File: src/rtl/mul_issue_if.sv
// mul_issue_if: groups the decode-side issue signals, the multiplier operand and
// product wires, the register-file write-back handshake and the hazard-stall
// exports of the multiply issue sequencer.
//   slave  : the sequencer side (mul_issue)
//   master : the surrounding core side (decode, multiplier, register file)
// Signals:
//   start, rs_in, rd_in, dest_in, flush   issue request from decode
//   ready                                 sequencer can accept start this cycle
//   mul_a, mul_b / mul_q                  operands to / product from the multiplier
//   wb_valid, wb_addr, wb_data / wb_ack   register-file write request / accept
//   busy, pend_addr                       pending-operation info for hazard logic
interface mul_issue_if #(
  parameter int WIDTH  = 16,
  parameter int ADDR_W = 3
);
  logic              start;
  logic [WIDTH-1:0]  rs_in;
  logic [WIDTH-1:0]  rd_in;
  logic [ADDR_W-1:0] dest_in;
  logic              flush;
  logic              ready;
  logic [WIDTH-1:0]  mul_a;
  logic [WIDTH-1:0]  mul_b;
  logic [WIDTH-1:0]  mul_q;
  logic              wb_valid;
  logic [ADDR_W-1:0] wb_addr;
  logic [WIDTH-1:0]  wb_data;
  logic              wb_ack;
  logic              busy;
  logic [ADDR_W-1:0] pend_addr;

  modport slave (
    input  start, rs_in, rd_in, dest_in, flush, mul_q, wb_ack,
    output ready, mul_a, mul_b, wb_valid, wb_addr, wb_data, busy, pend_addr
  );

  modport master (
    output start, rs_in, rd_in, dest_in, flush, mul_q, wb_ack,
    input  ready, mul_a, mul_b, wb_valid, wb_addr, wb_data, busy, pend_addr
  );
endinterface

File: src/rtl/mul_issue.sv
// mul_issue: multi-cycle issue and write-back sequencer for the external
// combinational multiplier. Operands and destination are latched on start,
// held on mul_a/mul_b for SETTLE_CYCLES cycles, then the product (low WIDTH
// bits, computed outside) is registered and offered on the write-back port
// until the register file acks it.
// Ports:
//   clk      rising-edge clock
//   rst      synchronous active-high reset
//   bus      mul_issue_if.slave (issue, multiplier, write-back, hazard signals)
// Parameters:
//   WIDTH          operand/product width
//   ADDR_W         register index width
//   SETTLE_CYCLES  settle time before the product is sampled, 1..15
module mul_issue #(
  parameter int WIDTH         = 16,
  parameter int ADDR_W        = 3,
  parameter int SETTLE_CYCLES = 2
) (
  input logic        clk,
  input logic        rst,
  mul_issue_if.slave bus
);

  localparam int CNT_W = 4;
  // Counter starts at SETTLE_CYCLES-1 so that the sample happens in the
  // SETTLE cycle where it reads zero, giving exactly SETTLE_CYCLES cycles.
  localparam logic [CNT_W-1:0] CNT_LOAD = CNT_W'(SETTLE_CYCLES - 1);

  typedef enum logic [1:0] {
    IDLE   = 2'd0,
    SETTLE = 2'd1,
    WB     = 2'd2
  } state_t;

  state_t            state_r;
  state_t            state_next_s;
  logic [CNT_W-1:0]  cnt_r;
  logic [WIDTH-1:0]  mul_a_r;
  logic [WIDTH-1:0]  mul_b_r;
  logic [ADDR_W-1:0] dest_r;
  logic [WIDTH-1:0]  wb_data_r;
  logic              wb_valid_r;
  logic              accept_s;
  logic              sample_s;
  logic              commit_s;

  // Next-state decode and the three datapath events (accept, sample, commit).
  always_comb begin
    state_next_s = state_r;
    accept_s     = 1'b0;
    sample_s     = 1'b0;
    commit_s     = 1'b0;
    case (state_r)
      IDLE: begin
        // start together with flush is dropped
        if (bus.start && !bus.flush) begin
          accept_s     = 1'b1;
          state_next_s = SETTLE;
        end else begin
          state_next_s = IDLE;
        end
      end
      SETTLE: begin
        if (bus.flush) begin
          state_next_s = IDLE;
        end else if (cnt_r == 4'd0) begin
          sample_s     = 1'b1;
          state_next_s = WB;
        end else begin
          state_next_s = SETTLE;
        end
      end
      WB: begin
        // wb_valid is high throughout WB; flush cannot cancel a committed write
        if (bus.wb_ack) begin
          commit_s     = 1'b1;
          state_next_s = IDLE;
        end else begin
          state_next_s = WB;
        end
      end
      default: begin
        state_next_s = IDLE;
      end
    endcase
  end

  // State register.
  always_ff @(posedge clk) begin
    if (rst) begin
      state_r <= IDLE;
    end else begin
      state_r <= state_next_s;
    end
  end

  // Operand, destination, settle counter and write-back registers.
  always_ff @(posedge clk) begin
    if (rst) begin
      cnt_r      <= 4'd0;
      mul_a_r    <= {WIDTH{1'b0}};
      mul_b_r    <= {WIDTH{1'b0}};
      dest_r     <= {ADDR_W{1'b0}};
      wb_data_r  <= {WIDTH{1'b0}};
      wb_valid_r <= 1'b0;
    end else begin
      if (accept_s) begin
        mul_a_r <= bus.rs_in;
        mul_b_r <= bus.rd_in;
        dest_r  <= bus.dest_in;
        cnt_r   <= CNT_LOAD;
      end else if ((state_r == SETTLE) && !bus.flush && (cnt_r != 4'd0)) begin
        cnt_r <= cnt_r - 4'd1;
      end
      if (sample_s) begin
        wb_data_r  <= bus.mul_q;
        wb_valid_r <= 1'b1;
      end else if (commit_s) begin
        wb_valid_r <= 1'b0;
      end
    end
  end

  assign bus.mul_a     = mul_a_r;
  assign bus.mul_b     = mul_b_r;
  assign bus.wb_valid  = wb_valid_r;
  assign bus.wb_addr   = dest_r;
  assign bus.wb_data   = wb_data_r;
  assign bus.pend_addr = dest_r;
  assign bus.busy      = (state_r != IDLE);
  // ready is forced low while reset is asserted, independent of state
  assign bus.ready     = (state_r == IDLE) && !rst;

endmodule

File: src/flat_wrapper.sv
// flat-port wrapper written by rule: the top's interface ports become plain ports
module mul_issue_flat 
#(
  parameter int WIDTH         = 16,
  parameter int ADDR_W        = 3,
  parameter int SETTLE_CYCLES = 2
)
  (clk, rst, bus_start, bus_rs_in, bus_rd_in, bus_dest_in, bus_flush, bus_mul_q, bus_wb_ack, bus_ready, bus_mul_a, bus_mul_b, bus_wb_valid, bus_wb_addr, bus_wb_data, bus_busy, bus_pend_addr);
  mul_issue_if #(.WIDTH(WIDTH), .ADDR_W(ADDR_W)) bus_i ();
  input logic clk;
  input logic rst;
  input wire logic [$bits(bus_i.start)-1:0] bus_start;
  input wire logic [$bits(bus_i.rs_in)-1:0] bus_rs_in;
  input wire logic [$bits(bus_i.rd_in)-1:0] bus_rd_in;
  input wire logic [$bits(bus_i.dest_in)-1:0] bus_dest_in;
  input wire logic [$bits(bus_i.flush)-1:0] bus_flush;
  input wire logic [$bits(bus_i.mul_q)-1:0] bus_mul_q;
  input wire logic [$bits(bus_i.wb_ack)-1:0] bus_wb_ack;
  output wire logic [$bits(bus_i.ready)-1:0] bus_ready;
  output wire logic [$bits(bus_i.mul_a)-1:0] bus_mul_a;
  output wire logic [$bits(bus_i.mul_b)-1:0] bus_mul_b;
  output wire logic [$bits(bus_i.wb_valid)-1:0] bus_wb_valid;
  output wire logic [$bits(bus_i.wb_addr)-1:0] bus_wb_addr;
  output wire logic [$bits(bus_i.wb_data)-1:0] bus_wb_data;
  output wire logic [$bits(bus_i.busy)-1:0] bus_busy;
  output wire logic [$bits(bus_i.pend_addr)-1:0] bus_pend_addr;
  assign bus_i.start = bus_start;
  assign bus_i.rs_in = bus_rs_in;
  assign bus_i.rd_in = bus_rd_in;
  assign bus_i.dest_in = bus_dest_in;
  assign bus_i.flush = bus_flush;
  assign bus_i.mul_q = bus_mul_q;
  assign bus_i.wb_ack = bus_wb_ack;
  assign bus_ready = bus_i.ready;
  assign bus_mul_a = bus_i.mul_a;
  assign bus_mul_b = bus_i.mul_b;
  assign bus_wb_valid = bus_i.wb_valid;
  assign bus_wb_addr = bus_i.wb_addr;
  assign bus_wb_data = bus_i.wb_data;
  assign bus_busy = bus_i.busy;
  assign bus_pend_addr = bus_i.pend_addr;
  mul_issue #(.WIDTH(WIDTH), .ADDR_W(ADDR_W), .SETTLE_CYCLES(SETTLE_CYCLES)) u_core (.clk(clk), .rst(rst), .bus(bus_i));
endmodule
File: config.mk
export PLATFORM = sky130hd
export DESIGN_NAME = mul_issue_flat
export DESIGN_NICKNAME = d
export VERILOG_FILES = /design/src/rtl/mul_issue_if.sv /design/src/rtl/mul_issue.sv /design/src/flat_wrapper.sv
export SDC_FILE = /design/constraint.sdc
export NUM_CORES = 1
export LEC_CHECK = 0
export ABC_AREA = 1
export BUFFER_PORTS_ARGS = -buffer_cell sky130_fd_sc_hd__buf_2
export CORE_MARGIN = 1.5
export CORE_UTILIZATION = 45
export DETAILED_ROUTE_END_ITERATION = 10
export HOLD_SLACK_MARGIN = 0.03
export PLACE_DENSITY = 0.89
export RECOVER_POWER = 25
export REMOVE_ABC_BUFFERS = 1
export SYNTH_ARGS = -nofsm -noshare
export SYNTH_HDL_FRONTEND = slang
export SYNTH_SLANG_ARGS = --single-unit
File: constraint.sdc
create_clock -name clk -period 1.5 [get_ports clk]
set_input_delay 0.225 -clock clk [delete_from_list [all_inputs] [get_ports clk]]
set_output_delay 0.225 -clock clk [all_outputs]
set_load 0.05 [all_outputs]
==> impl_metrics.yaml, run 1 <==
place:
  placement.io_buffers: 112
  dp_hpwl_um: 4110
  place_ws_ns: 0.122
  gp_congestion: 0.713
  dp.cells: 452
critical_path:
  path_cells: "nor2_4, inv_1, nor2_2, buf_6"
  r2r-end: "u_core.bus.wb_data[6]$_SDFFE_PP0P_"
  end_kind: "output pin"
  setup.worst_path.class: "register to output pin"
  slowest_stage: "dfxtp_1"
  rr_startpoint: "u_core.cnt_r[0]$_SDFFE_PP0P_"
  r2r_slack_ns: 0.15
  worst-path-buf-inv: 2
  path_max_fanout: 4
  critPathMaxStageDelay_ns: 0.35
  worstPathArrival_ns: 1.19
  r2r_cells: 7
  critPathRequiredTime_ns: 1.27
  cp-start-kind: "register"
  cpLargestDelayFamily: "flip-flops"
route:
  wl_per_cell_um: 12.2
  first_pass_iters: 4
  drt-initial-drc-count: 91
  num_vias: 2310
  ant_nets: 0
  drc: 0
  viasPerCell: 4.94
  routed_wl_um: 5690
floorplan:
  io_pins: 113
  dieWidth_um: 74.3
  core_area_mm2: 0.00482
  rows: 25
  die_area_mm2: 0.00552
  start_util_pct: 47.5
  die_height_um: 74.3
sta:
  hold_viol_final: 0
  setup_ws_ns: 0.0886
  fin_crit_sh_pct: 94.1
  slew_headroom_pct: 59.3
  fmax_mhz: 709
  drv_slew: 0
  setup_viol: 0
  period_minus_slack_ns: 1.41
  grt_setup_unrepaired: "no"
  whs_ns: 0.128
  worst_slew_pin_slew_ns: 0.614
  finClkSkew_ns: 0.00546
min_path:
  worstHoldPathCells: 3
  hold_path_startpoint: "bus_mul_q[2]"
  hp-class: "primary input to register"
  worstHoldEndpoint: "u_core.bus.wb_data[2]$_SDFFE_PP0P_"
grt:
  grt_pass1_wl_um: 8640
  grt_usage_pct: 20.4
  grt_max_degree: 28
  antenna_found_initial: 0
  grt_pass1_vias: 2052
  gr-total-overflow: 0
final_layout:
  finalNonFillerCells: 468
  register_area_mm2: 0.00116
  antenna_cells: 0
  fillers: 441
  postLayoutCoreUtil_pct: 63.0
  layout_commonest_cell: "buf_2"
  nets: 454
  area_growth_syn_to_layout_pct: 32.5
  multi_input_area_um2: 940
  layout_common_cells: "buf_2, dfxtp_1, nand2_1"
  drive_above_1_share_pct: 34.2
pwr:
  powerDensity_mw_per_mm2: 1150
  total_power_mw: 3.49
  ir_drop_mv: 0.602
  p_leak_nw: 1.41
clocking:
  cts_tree: "done"
  numCtsBuffers: 9
  cts.path.max_buffers: 2
  clk_latency_ns: 0.33
  hold_buffers: 0
  cts_sinks: 58
  cts-root-buf: "clkbuf_8"
  path_clk_slew_ns: 0.06
  htreeDepth: 3
synthesis:
  synth.largest_area_cell: "dfxtp_1"
  yosysWarnings: 0
  synth.area.top_cells: "dfxtp_1, a21oi_1, nand2_1"
  synth_cell_types: 24
  ys_ff_latch: 58
  yosys.area.top_type_share_pct: 50.7
  netlist_area_mm2: 0.00229
  syn_avg_cell_area_um2: 8.06
  ys_seq_area_share_pct: 50.7
  synthCells: 284
run_status:
  outcome: "complete, no violations"
run:
  cap_violations: 0
[worst min-delay path, cell delays in order]
cell    delay, ns
buf_2        0.08
nor2_1       0.04
nor2_1       0.08
[cell type report]
cell class              instances  share of cell area, %
flip-flops and latches         58                   38.3
multi-input cells             194                   31.0
repair buffers                123                   20.9
clock buffers                  12                   5.12
well taps                      67                   2.76
inverters                      11                   1.44
clock inverters                 3                  0.495
[kinds of logic after synthesis]
kind of cell	after synthesis	share of synthesized area, %
AND/OR/NAND/NOR	134	26.6
AO/OA/AOI/OAI	58	13.0
flip-flops	58	50.7
buffers and inverters	32	8.75
XOR/XNOR	1	0.383
adder cells (fa/ha/maj)	1	0.547
[stage by stage]
stage	instance area, um2	TNS (ns)
finish	3030	0
global route	3030	0
CTS	3040	0
detailed placement	2870	0
global placement	2870	0
floorplan	2130	-55.85
[cell usage after synthesis (all sizes together)]
cell    instances
clkbuf          3
nand3          38
nand2          53
ha              1
nand3b          1
xor2            1
nor2           42
dfxtp          58
inv            11
a21oi          42
buf            18
o21ai          16
[timing repair]
item	4_1_cts	5_1_grt
endpoints found under the setup margin	1	2
pin swaps	0	1
buffers inserted	0	1
resized for setup	2	4
[sequential cells by signal (all words and copies together) (netlist names)]
register / count
u_core.bus.mul_b: 16
u_core.bus.pend_addr: 3
u_core.bus.wb_data: 16
u_core.bus.mul_a: 16
u_core.bus.wb_valid: 1
u_core.state_r: 2
u_core.cnt_r: 4
[power breakdown]
part	leakage (nW)	total (mW)	switching, mW	internal [mW]
sequential	0.473	1.64	0.0345	1.61
combinational	0.843	0.614	0.438	0.176
clock	0.0920	1.23	0.560	0.671
total	1.41	3.49	1.03	2.45
[worst max-delay path by stage]
stage | from | end | cells past startpoint
6_report | u_core.state_r[0]$_SDFF_PP0_ | bus_ready | 4
3_5_place_dp | u_core.cnt_r[0]$_SDFFE_PP0P_ | u_core.bus.wb_data[6]$_SDFFE_PP0P_ | 7
4_1_cts | u_core.state_r[1]$_SDFF_PP0_ | bus_ready | 4
2_1_floorplan | u_core.state_r[1]$_SDFF_PP0_ | bus_ready | 3
5_1_grt | u_core.state_r[0]$_SDFF_PP0_ | bus_ready | 4
3_3_place_gp | u_core.cnt_r[0]$_SDFFE_PP0P_ | u_core.bus.wb_data[1]$_SDFFE_PP0P_ | 7
[metal layers]
metal | wire, um | global-route usage [%] | up-vias | share of wire (%)
li1 | - | - | 1151 | -
met1 | 2440 | 23.3 | 1047 | 43
met2 | 2680 | 34.4 | 104 | 47
met3 | 515 | 7.05 | 8 | 9.1
met4 | 51 | 9.70 | 0 | 0.90
met5 | 0 | 0 | - | 0
(Power assumes the default switching activity.)
==> run 2, diff against run 1 <==
- ABC_AREA: 1 -> not set
==> run 2 against run 1 <==
The run now ends with setup timing left; sequential cell count unchanged; cell count shrank 1.7%; maximum frequency is 10% lower; total power grew 6.9%; register-to-register slack worse by 0.22 ns; critical path depth rose by 2; routed wire length up 7.9%.
==> impl_metrics.yaml, run 2 <==
run_status:
  outcome: "finished with violations"
  violations: "setup timing"
pwr:
  total_power_mw: 3.73
  p_switching_mw: 1.10
  combinationalPowerShare_pct: 17.5
  p_leak_nw: 1.38
  ir_drop_mv: 0.934
  p_sw_share_pct: 29.5
  clockPowerShare_pct: 38.7
  seq_power_share_pct: 43.8
  internal_power_mw: 2.63
  powerDensity_mw_per_mm2: 1150
critical_path:
  critPathRequiredTime_ns: 1.71
  cp-start-kind: "register"
  worst-path-buf-inv: 2
  worst-path-stages: 6
  critPathMaxStageDelay_ns: 0.41
  slowest_stage: "or3b_4"
  worstPathArrival_ns: 1.78
  setup.worst_path.class: "register to register"
  path_max_fanout: 8
  cpLargestDelayFamily: "simple AND/OR/NAND/NOR gates"
  end_kind: "register"
  r2r_cells: 6
  path_cells: "inv_2, ha_4, or3b_4, buf_12, o21ai_0, a21oi_1"
place:
  placement.io_buffers: 112
  dp.cells: 440
  gp_congestion: 0.814
  dp_hpwl_um: 3980
  placed_area_mm2: 0.00287
final_layout:
  postLayoutCellArea_mm2: 0.00325
  finalNonFillerCells: 460
  layout_commonest_cell: "buf_2"
  fillers: 388
  layout_common_cells: "buf_2, nand2_1, dfxtp_1"
  multi_input_area_um2: 995
  antenna_cells: 0
  nets: 445
  area_growth_syn_to_layout_pct: 48.0
  register_area_mm2: 0.00117
  drive_above_1_share_pct: 39.4
clocking:
  cts_sinks: 58
  path_clk_slew_ns: 0.08
  clk_latency_ns: 0.33
  htreeDepth: 3
  cts_tree: "done"
  cts-root-buf: "clkbuf_8"
  numCtsBuffers: 9
  cts.path.max_buffers: 2
synthesis:
  ys_top_cells_by_count: "nand2_1, dfxtp_1, a21oi_1"
  synth_cell_types: 27
  netlist_area_mm2: 0.00220
  ys_async_sr_fraction_pct: 0
  yosys.area.top_type_share_pct: 52.8
  yosys.cell_count.top_type: "nand2_1"
  synth.area.top_cells: "dfxtp_1, a21oi_1, nand2_1"
  synthCells: 268
  synth_edf_count: 0
  ys.flop_type: "dfxtp_1"
  syn_avg_cell_area_um2: 8.20
  synth.largest_area_cell: "dfxtp_1"
  ys_seq_area_share_pct: 52.8
  ys_ff_latch: 58
  yosysWarnings: 0
floorplan:
  dieWidth_um: 72.9
  die_height_um: 72.9
  start_util_pct: 46.5
  core_area_mm2: 0.00472
  io_pins: 113
  rows: 25
  die_area_mm2: 0.00531
route:
  num_vias: 2316
  top_layer: "met4"
  first_pass_iters: 4
  dr_wl_met2_um: 3190
  drt-initial-drc-count: 54
  drc: 0
  wl_per_cell_um: 13.3
  dr_wl_met3_um: 377
  ant_nets: 0
  viasPerCell: 5.03
  routed_wl_um: 6130
  wl_met1_um: 2490
sta:
  slew_headroom_pct: 59.4
  finClkSkew_ns: 0.0128
  setup_ws_ns: -0.0676
  fmax_mhz: 638
  fin_crit_sh_pct: 105
  drv_slew: 0
  worst_slew_pin_slew_ns: 0.612
  hold_viol_final: 0
  setup_viol: 7
  period_minus_slack_ns: 1.57
  grt_setup_unrepaired: "yes"
grt:
  antenna_found_initial: 0
  grt_pass1_vias: 2187
  grt_pass1_wl_um: 8870
  gr-total-overflow: 0
  grt_usage_pct: 21.5
  grt_max_degree: 25
min_path:
  worstHoldPathCells: 3
  hp-class: "primary input to register"
run:
  cap_violations: 0
[run 2: cell types whose count changed after synthesis, sizes merged, moves of 2 or more]
cell	previous run	this run
a21oi	42	56
nand3	38	16
inv	11	3
buf	18	10
o21ai	16	18
nor3b	0	2
clkbuf	3	14
nor2	42	2
nand2	53	73
or4	0	2
or3b	0	3
[run 2: power by group through the flow]
stage | clock network, mW | logic [mW] | registers, mW
after floorplan | 0 | 0.147 | 1.86
after global placement | 0 | 0.576 | 1.66
after detailed placement | 0 | 0.586 | 1.66
after CTS | 1.46 | 0.602 | 1.63
after global routing | 1.54 | 0.693 | 1.64
final | 1.44 | 0.653 | 1.63
[run 2: layout make-up]
type                            count  area share, %
Clock buffer                       10           4.23
Clock inverter                      6           2.04
Inverter                            3          0.346
Multi-Input combinational cell    183           30.6
Sequential cell                    58           36.0
Tap cell                           67           2.58
Timing Repair Buffer              133           24.2
[run 2: path summary, 6_finish.rpt]
| path | from | end | slack [ns] |
|---|---|---|---|
| setup / recovery | u_core.cnt_r[1]$_SDFFE_PP0P_ | u_core.bus.wb_data[6]$_SDFFE_PP0P_ | -0.07 |
| hold / removal | bus_rd_in[10] | u_core.bus.mul_b[10]$_SDFFE_PP0P_ | 0.12 |
| setup reg to reg | u_core.cnt_r[1]$_SDFFE_PP0P_ | u_core.bus.wb_data[6]$_SDFFE_PP0P_ | -0.07 |
| hold reg to reg | u_core.bus.mul_b[2]$_SDFFE_PP0P_ | u_core.bus.mul_b[2]$_SDFFE_PP0P_ | 0.46 |
[run 2: worst reg2reg max path: stages (launching register included)]
cell and delay (ns):
dfxtp_2 0.33, inv_2 0.06, ha_4 0.13, or3b_4 0.41, buf_12 0.16, o21ai_0 0.24, a21oi_1 0.11
[run 2: logic make-up after synthesis]
kind of cell	after synthesis	synth area share (%)
AO/OA/AOI/OAI	77	18.0
adder cells (fa/ha/maj)	1	0.569
buffers and inverters	27	6.61
flip-flops	58	52.8
AND/OR/NAND/NOR	105	22.0
[run 2: repair_timing]
action	4_1_cts	5_1_grt
setup buffers	1	2
gates resized for setup	18	36
setup endpoints to repair	35	51
hold buffers	0	0
cloned	0	1
pin swaps	2	6
[run 2: metrics by stage]
stage	hold WS, ns	setup TNS [ns]	setup slack (ns)	util, %
detailed placement	0.446	-1.05	-0.0611	60.8
global route	0.110	-1.16	-0.105	68.8
floorplan	0.294	-17.75	-0.627	-
finish	0.121	-0.183	-0.0676	68.8
CTS	0.111	-0.182	-0.0505	66.1
global placement	0.439	-0.362	-0.0351	60.8
[run 2: layer usage]
metal	GRT usage (%)	vias up
met5	0	-
met4	9.85	0
met3	6.63	9
met2	39.1	94
met1	22.5	1072
li1	-	1141
